$ cat src/rtl/mem_port_arbiter.sv
// Single-ported memory arbiter between instruction fetch and load/store, one transaction at a time.
// Optional performance counters (stall_cycles, conflicts) are built when ARB_PERF_CNT_EN is defined.
module mem_port_arbiter #(
    parameter int ADDR_W = 32,
    parameter int DATA_W = 32,
    parameter int CNT_W  = 16
) (
    input  logic              clock,
    input  logic              reset,
    input  logic              if_req,
    input  logic [ADDR_W-1:0] if_addr,
    output logic [DATA_W-1:0] if_rdata,
    output logic              if_valid,
    input  logic              dm_req,
    input  logic              dm_we,
    input  logic [ADDR_W-1:0] dm_addr,
    input  logic [DATA_W-1:0] dm_wdata,
    output logic [DATA_W-1:0] dm_rdata,
    output logic              dm_valid,
    output logic              mem_req,
    output logic              mem_we,
    output logic [ADDR_W-1:0] mem_addr,
    output logic [DATA_W-1:0] mem_wdata,
    input  logic              mem_ready,
    input  logic              mem_rvalid,
    input  logic [DATA_W-1:0] mem_rdata,
    output logic              stall_if,
    output logic              stall_mem
`ifdef ARB_PERF_CNT_EN
    ,
    output logic [CNT_W-1:0]  stall_cycles,
    output logic [CNT_W-1:0]  conflicts
`endif
);

    typedef enum logic [2:0] {
        IDLE    = 3'd0,
        IF_REQ  = 3'd1,
        IF_WAIT = 3'd2,
        DM_REQ  = 3'd3,
        DM_WAIT = 3'd4
    } state_t;

    state_t state;
    state_t state_next;

    logic grant_if;
    logic grant_dm;
    logic handshake;
    logic if_cap;
    logic dm_cap;
    logic store_done;

    always_comb begin
        state_next = state;
        grant_if   = 1'b0;
        grant_dm   = 1'b0;
        handshake  = 1'b0;
        if_cap     = 1'b0;
        dm_cap     = 1'b0;
        store_done = 1'b0;
        case (state)
            IDLE: begin
                // A request whose valid pulse is showing this cycle is still
                // asserted by the pipeline; granting now would repeat it.
                if (!if_valid && !dm_valid) begin
                    if (dm_req) begin
                        grant_dm   = 1'b1;
                        state_next = DM_REQ;
                    end else if (if_req) begin
                        grant_if   = 1'b1;
                        state_next = IF_REQ;
                    end
                end
            end
            IF_REQ: begin
                if (mem_ready) begin
                    handshake  = 1'b1;
                    state_next = IF_WAIT;
                end
            end
            DM_REQ: begin
                if (mem_ready) begin
                    handshake = 1'b1;
                    if (mem_we) begin
                        store_done = 1'b1;
                        state_next = IDLE;
                    end else begin
                        state_next = DM_WAIT;
                    end
                end
            end
            IF_WAIT: begin
                if (mem_rvalid) begin
                    if_cap     = 1'b1;
                    state_next = IDLE;
                end
            end
            DM_WAIT: begin
                if (mem_rvalid) begin
                    dm_cap     = 1'b1;
                    state_next = IDLE;
                end
            end
            default: state_next = IDLE;
        endcase
    end

    always_ff @(posedge clock or posedge reset) begin
        if (reset) begin
            state     <= IDLE;
            mem_req   <= 1'b0;
            mem_we    <= 1'b0;
            mem_addr  <= '0;
            mem_wdata <= '0;
            if_valid  <= 1'b0;
            dm_valid  <= 1'b0;
            if_rdata  <= '0;
            dm_rdata  <= '0;
        end else begin
            state    <= state_next;
            if_valid <= if_cap;
            dm_valid <= dm_cap | store_done;
            if (grant_dm) begin
                mem_req   <= 1'b1;
                mem_we    <= dm_we;
                mem_addr  <= dm_addr;
                mem_wdata <= dm_wdata;
            end else if (grant_if) begin
                mem_req  <= 1'b1;
                mem_we   <= 1'b0;
                mem_addr <= if_addr;
            end else if (handshake) begin
                // Drop the write strobe with the request so memory never sees a bare strobe.
                mem_req <= 1'b0;
                mem_we  <= 1'b0;
            end
            if (if_cap) begin
                if_rdata <= mem_rdata;
            end
            if (dm_cap) begin
                dm_rdata <= mem_rdata;
            end
        end
    end

    assign stall_mem = ~reset & dm_req & ~dm_valid;
    assign stall_if  = ~reset & (stall_mem | (if_req & ~if_valid));

`ifdef ARB_PERF_CNT_EN
    localparam logic [CNT_W-1:0] CNT_ONE = 1;

    logic conflict_hit;
    assign conflict_hit = (grant_if | grant_dm) & if_req & dm_req;

    always_ff @(posedge clock or posedge reset) begin
        if (reset) begin
            stall_cycles <= '0;
            conflicts    <= '0;
        end else begin
            if (stall_if && (stall_cycles != '1)) begin
                stall_cycles <= stall_cycles + CNT_ONE;
            end
            if (conflict_hit && (conflicts != '1)) begin
                conflicts <= conflicts + CNT_ONE;
            end
        end
    end
`endif

endmodule

$ cat config.mk
export PLATFORM = sky130hd
export DESIGN_NAME = mem_port_arbiter
export DESIGN_NICKNAME = d
export VERILOG_FILES = /design/src/rtl/mem_port_arbiter.sv
export SDC_FILE = /design/constraint.sdc
export NUM_CORES = 1
export LEC_CHECK = 0
export CAP_MARGIN = 15
export CORE_UTILIZATION = 44
export CTS_CLUSTER_DIAMETER = 50
export CTS_CLUSTER_SIZE = 40
export DETAILED_ROUTE_END_ITERATION = 6
export PLACE_DENSITY = 0.88
export SLEW_MARGIN = 20
export SYNTH_ARGS = -nofsm -noshare
export SYNTH_HDL_FRONTEND = slang
export SYNTH_SLANG_ARGS = --single-unit
$ cat constraint.sdc
create_clock -name clock -period 11.5 [get_ports clock]
set_clock_uncertainty 0.1 [all_clocks]
set_input_delay 1.15 -clock clock [delete_from_list [all_inputs] [get_ports clock]]
set_output_delay 1.15 -clock clock [all_outputs]
set_load 0.1 [all_outputs]
# Word-level counts from Yosys, hierarchy flattened
# Cells that the tools add are included.
dict set report totals {
  output_inout_bits 134
  reg_bits 135
  input_bits 135
}
dict set report op_classes {
  reduce_logical 9
  n_eq_ne 9
  bitwise_logic 9
  n_mux 30
}
# operator n
set ops {}
lappend ops {{$mux W32} 2}
lappend ops {{$mux W3} 7}
lappend ops {{$mux W1} 20}
lappend ops {{$pmux W3 S4} 1}
lappend ops {{$eq A3 B2 Y1 const B} 2}
lappend ops {{$ne A2 B2 Y1 const B} 3}
lappend ops {{$reduce_and A5 Y1} 1}
lappend ops {{$and A1 B1 Y1} 4}
lappend ops {{$reduce_or A2 Y1} 2}
lappend ops {{$eq A3 B1 Y1 const B} 1}
lappend ops {{$eq A3 B3 Y1 const B} 1}
lappend ops {{$logic_not A3 Y1} 1}
lappend ops {{$ne A3 B3 Y1 const B} 1}
lappend ops {{$not A1 Y1} 3}
lappend ops {{$reduce_bool A3 Y1} 1}
lappend ops {{$logic_not A1 Y1} 2}
lappend ops {{$ne A2 B1 Y1 const B} 1}
lappend ops {{$or A1 B1 Y1} 2}
lappend ops {{$reduce_bool A2 Y1} 1}
lappend ops {{$logic_and A1 B1 Y1} 1}

# Longest topological paths before layout
dict set report logic_depth {
  ltp_word 6
  ltp_mapped 6
  mapped_depth_nobuf 3
}

# Worst setup path before layout
# OpenSTA, ideal clock, no wires.
dict set report synth_timing {
  kind {input -> output}
  start {in dm_req}
  end {out stall_if}
  path_slack_ns 7.157
  n_path_buf 2
  arrival_time_ns 3.093
  stages 4
  required_time_ns 10.250
  path_cell_list {clkbuf_1 > buf_2 > nand2b_1 > a21oi_1}
}
dict set report synth_via {
  elab_chain_cells 4
}
# element line
set synth_rtl {}
lappend synth_rtl {{start, declared} 14} ;# input logic dm_req,
lappend synth_rtl {{$and A1 B1 Y1 (2 in a row)} 147} ;# assign stall_mem = ~reset & dm_req & ~dm_valid;
lappend synth_rtl {{$or A1 B1 Y1} 148} ;# assign stall_if = ~reset & (stall_mem | (if_req & ~if_valid));
lappend synth_rtl {{$and A1 B1 Y1} 148}
lappend synth_rtl {{end, declared} 27} ;# output logic stall_if,
# No other way between the ends.

# Worst setup path in the final report
dict set report layout_timing {
  start {in if_req}
  end {out stall_if}
}
dict set report layout_via {
  elab_chain_cells 3
}
# element line
set layout_rtl {}
lappend layout_rtl {{start, declared} 10} ;# input logic if_req,
lappend layout_rtl {{$and A1 B1 Y1} 148}
lappend layout_rtl {{$or A1 B1 Y1} 148}
lappend layout_rtl {{$and A1 B1 Y1} 148}
# No other way between the ends.

==> metrics.csv <==
metric;value;unit
status;complete, no violations;
syn_nets;519;
Final Critical Period;5100;ps
largest net degree at the start of global routing;84;
fin worst setup slack;6400;ps
initial antenna violation count;0;
Max Cap Viol;0;
Syn. warnings;0;
period utilization;44.3;%
IO Count;269;
Post-Syn Instances;384;
total CTS buffers;17;
Post-synth top flop;dfrtp_1;
first-pass GRT wire length;24600;µm
cts hold-fix bufs;0;
CTS root buf;clkbuf_16;
initial core utilization;45.6;%
Worst path slowest cell;clkdlybuf4s50_1;
Syn Area/Cell;14.4;µm²
Die Y;114;µm
post-synth cell types;29;
ant diodes;0;
Resized Gates After CTS;0;
Synth area leader;dfrtp_1;
Final Hold Viols;0;
Worst-Skew Late Latency;410;ps
routability cong.;0.747;
Pins Over Slew Limit;0;
Die Area;0.0130;mm²
Slew @ Worst Pin;1080;ps
DP Wirelength;11300;µm
CP startpoint kind;primary input;
EDFF count, synth;0;
Final nets;783;
clock sinks;135;
H-tree levels;4;
top post-synthesis cells by count;dfrtp_1, mux2_2, a21oi_1, and3b_1, o2bb2ai_1;
synth top area cells;dfrtp_1, mux2_2, and3b_1, o2bb2ai_1, a21oi_1;
Core Rows;40;
residual DRC count;0;
share of cells above drive strength 1;20.4;%
vias in the first global route;4703;
worst min path class;flop to flop;
CP required;10250;ps
I/O Buffers;268;
Mapped Area;0.00553;mm²
total gr overflow;0;
most frequent cell after synthesis;dfrtp_1;
crit-path most repeated cell;clkdlybuf4s50_1;
DIE WIDTH;114;µm
top cell type's share of synthesized area;61.1;%
Via density;5.14;
Post-Route WL;16000;µm
Crit Path Max Fanout;34;
Final Core Density;74.0;%
Pre-antenna DRT Iters;4;
kind of critical path;primary input to output pin;
CTS tree;yes;
FF+latch count, synth;135;
FILL cells;804;
Vias;4261;
Routed Antenna Nets;0;
total negative setup slack;0;ps
DR iter-0 viols;153;
relative slew slack;27.7;%
sequential-to-total area share from yosys stat;61.1;%
Post-CTS Setup Inserts;0;
slowest stage delay, CP;1170;ps
RSZ-0062 raised after global routing;false;
CP Capture Type;output pin;
CTS Buffer Depth;2;
wire per inst;19.3;µm
pre-CTS setup slack;6480;ps
fraction of registers with async set/reset;100;%
GRT Util Overall;25.1;%
core area;0.0121;mm²
Clk pin slew, worst setup/hold paths;50;ps
Setup-failing EPs final;0;
Arr. time, crit path;3850;ps
cells along the critical path;clkdlybuf4s50_1 -> nand2b_1 -> a21oi_1 -> clkdlybuf4s50_1;
Area Growth Syn to Fin;62.2;%
FMAX;196;MHz
through the flow:
stage | hold WS, ps | cell area [µm²] | instances
after floorplan | 444 | 5530 | 384
after global placement | 367 | 8310 | 797
after detailed placement | 376 | 8310 | 797
after CTS | 390 | 8960 | 829
after global routing | 395 | 8960 | 829
final | 386 | 8960 | 829
layout make-up:
| class | instances | area (µm²) | share of cell area (%) |
|---|---|---|---|
| Clock inverter | 13 | 201 | 2.25 |
| Multi-Input combinational cell | 219 | 1990 | 22.2 |
| Inverter | 2 | 12.5 | 0.140 |
| Sequential cell | 135 | 3380 | 37.7 |
| Timing Repair Buffer | 273 | 2720 | 30.3 |
| Clock buffer | 19 | 453 | 5.05 |
| Tap cell | 168 | 210 | 2.35 |
cells by family after synthesis:
| family | synth area share, % |
|---|---|
| buf+inv | 2.85 |
| flops | 61.1 |
| xor+xnor | 0.159 |
| compound gates | 9.04 |
| simple gates | 7.25 |
| mux | 19.6 |
flip-flops by register name (all words and copies together), names as in the netlist:
register	count
mem_req	1
if_rdata	32
if_valid	1
dm_rdata	32
dm_valid	1
state	3
mem_addr	32
mem_we	1
mem_wdata	32
critical path: cells and delay by family:
family | cells | cell delay, ps
AOI/OAI and AO/OA | 1 | 240
buffers and inverters | 2 | 2330
and+or+nand+nor | 1 | 120
cell usage in the layout, fill, tap and decap left out, types with 3 or more instances in the layout:
cell             count
clkinvlp_4           3
dfrtp_1            135
mux2_1               3
nand2_1              5
bufinv_16            5
a21oi_1             32
clkinv_2             4
buf_4                4
clkbuf_16           17
nor2_1               4
mux2_2              93
and3b_1             32
nand2b_1             3
o2bb2ai_1           31
clkdlybuf4s50_1    267
worst paths after layout:
path | startpoint | endpoint | slack, ps | depth (start not counted)
worst max-delay path | if_req | stall_if | 6400 | 4
worst min-delay path | mem_addr[24] | mem_addr[24] | 390 | 1
worst max register to register | state[0] | mem_wdata[15] | 9180 | 4
worst min register to register | mem_addr[24] | mem_addr[24] | 390 | 1
max in group asynchronous | reset | dm_rdata[21] | 9100 | 3
min in group asynchronous | reset | mem_addr[28] | 1120 | 2
per-layer routing:
layer	vias up	global-route usage [%]	part of all wire, %
li1	1939	-	-
met1	2105	27.1	37
met2	193	43.6	51
met3	24	10.4	10
met4	0	9.87	1.8
met5	-	0	0
Power is not shown: default switching activity piles up to over one toggle a cycle in this logic, so the estimate is an artifact.
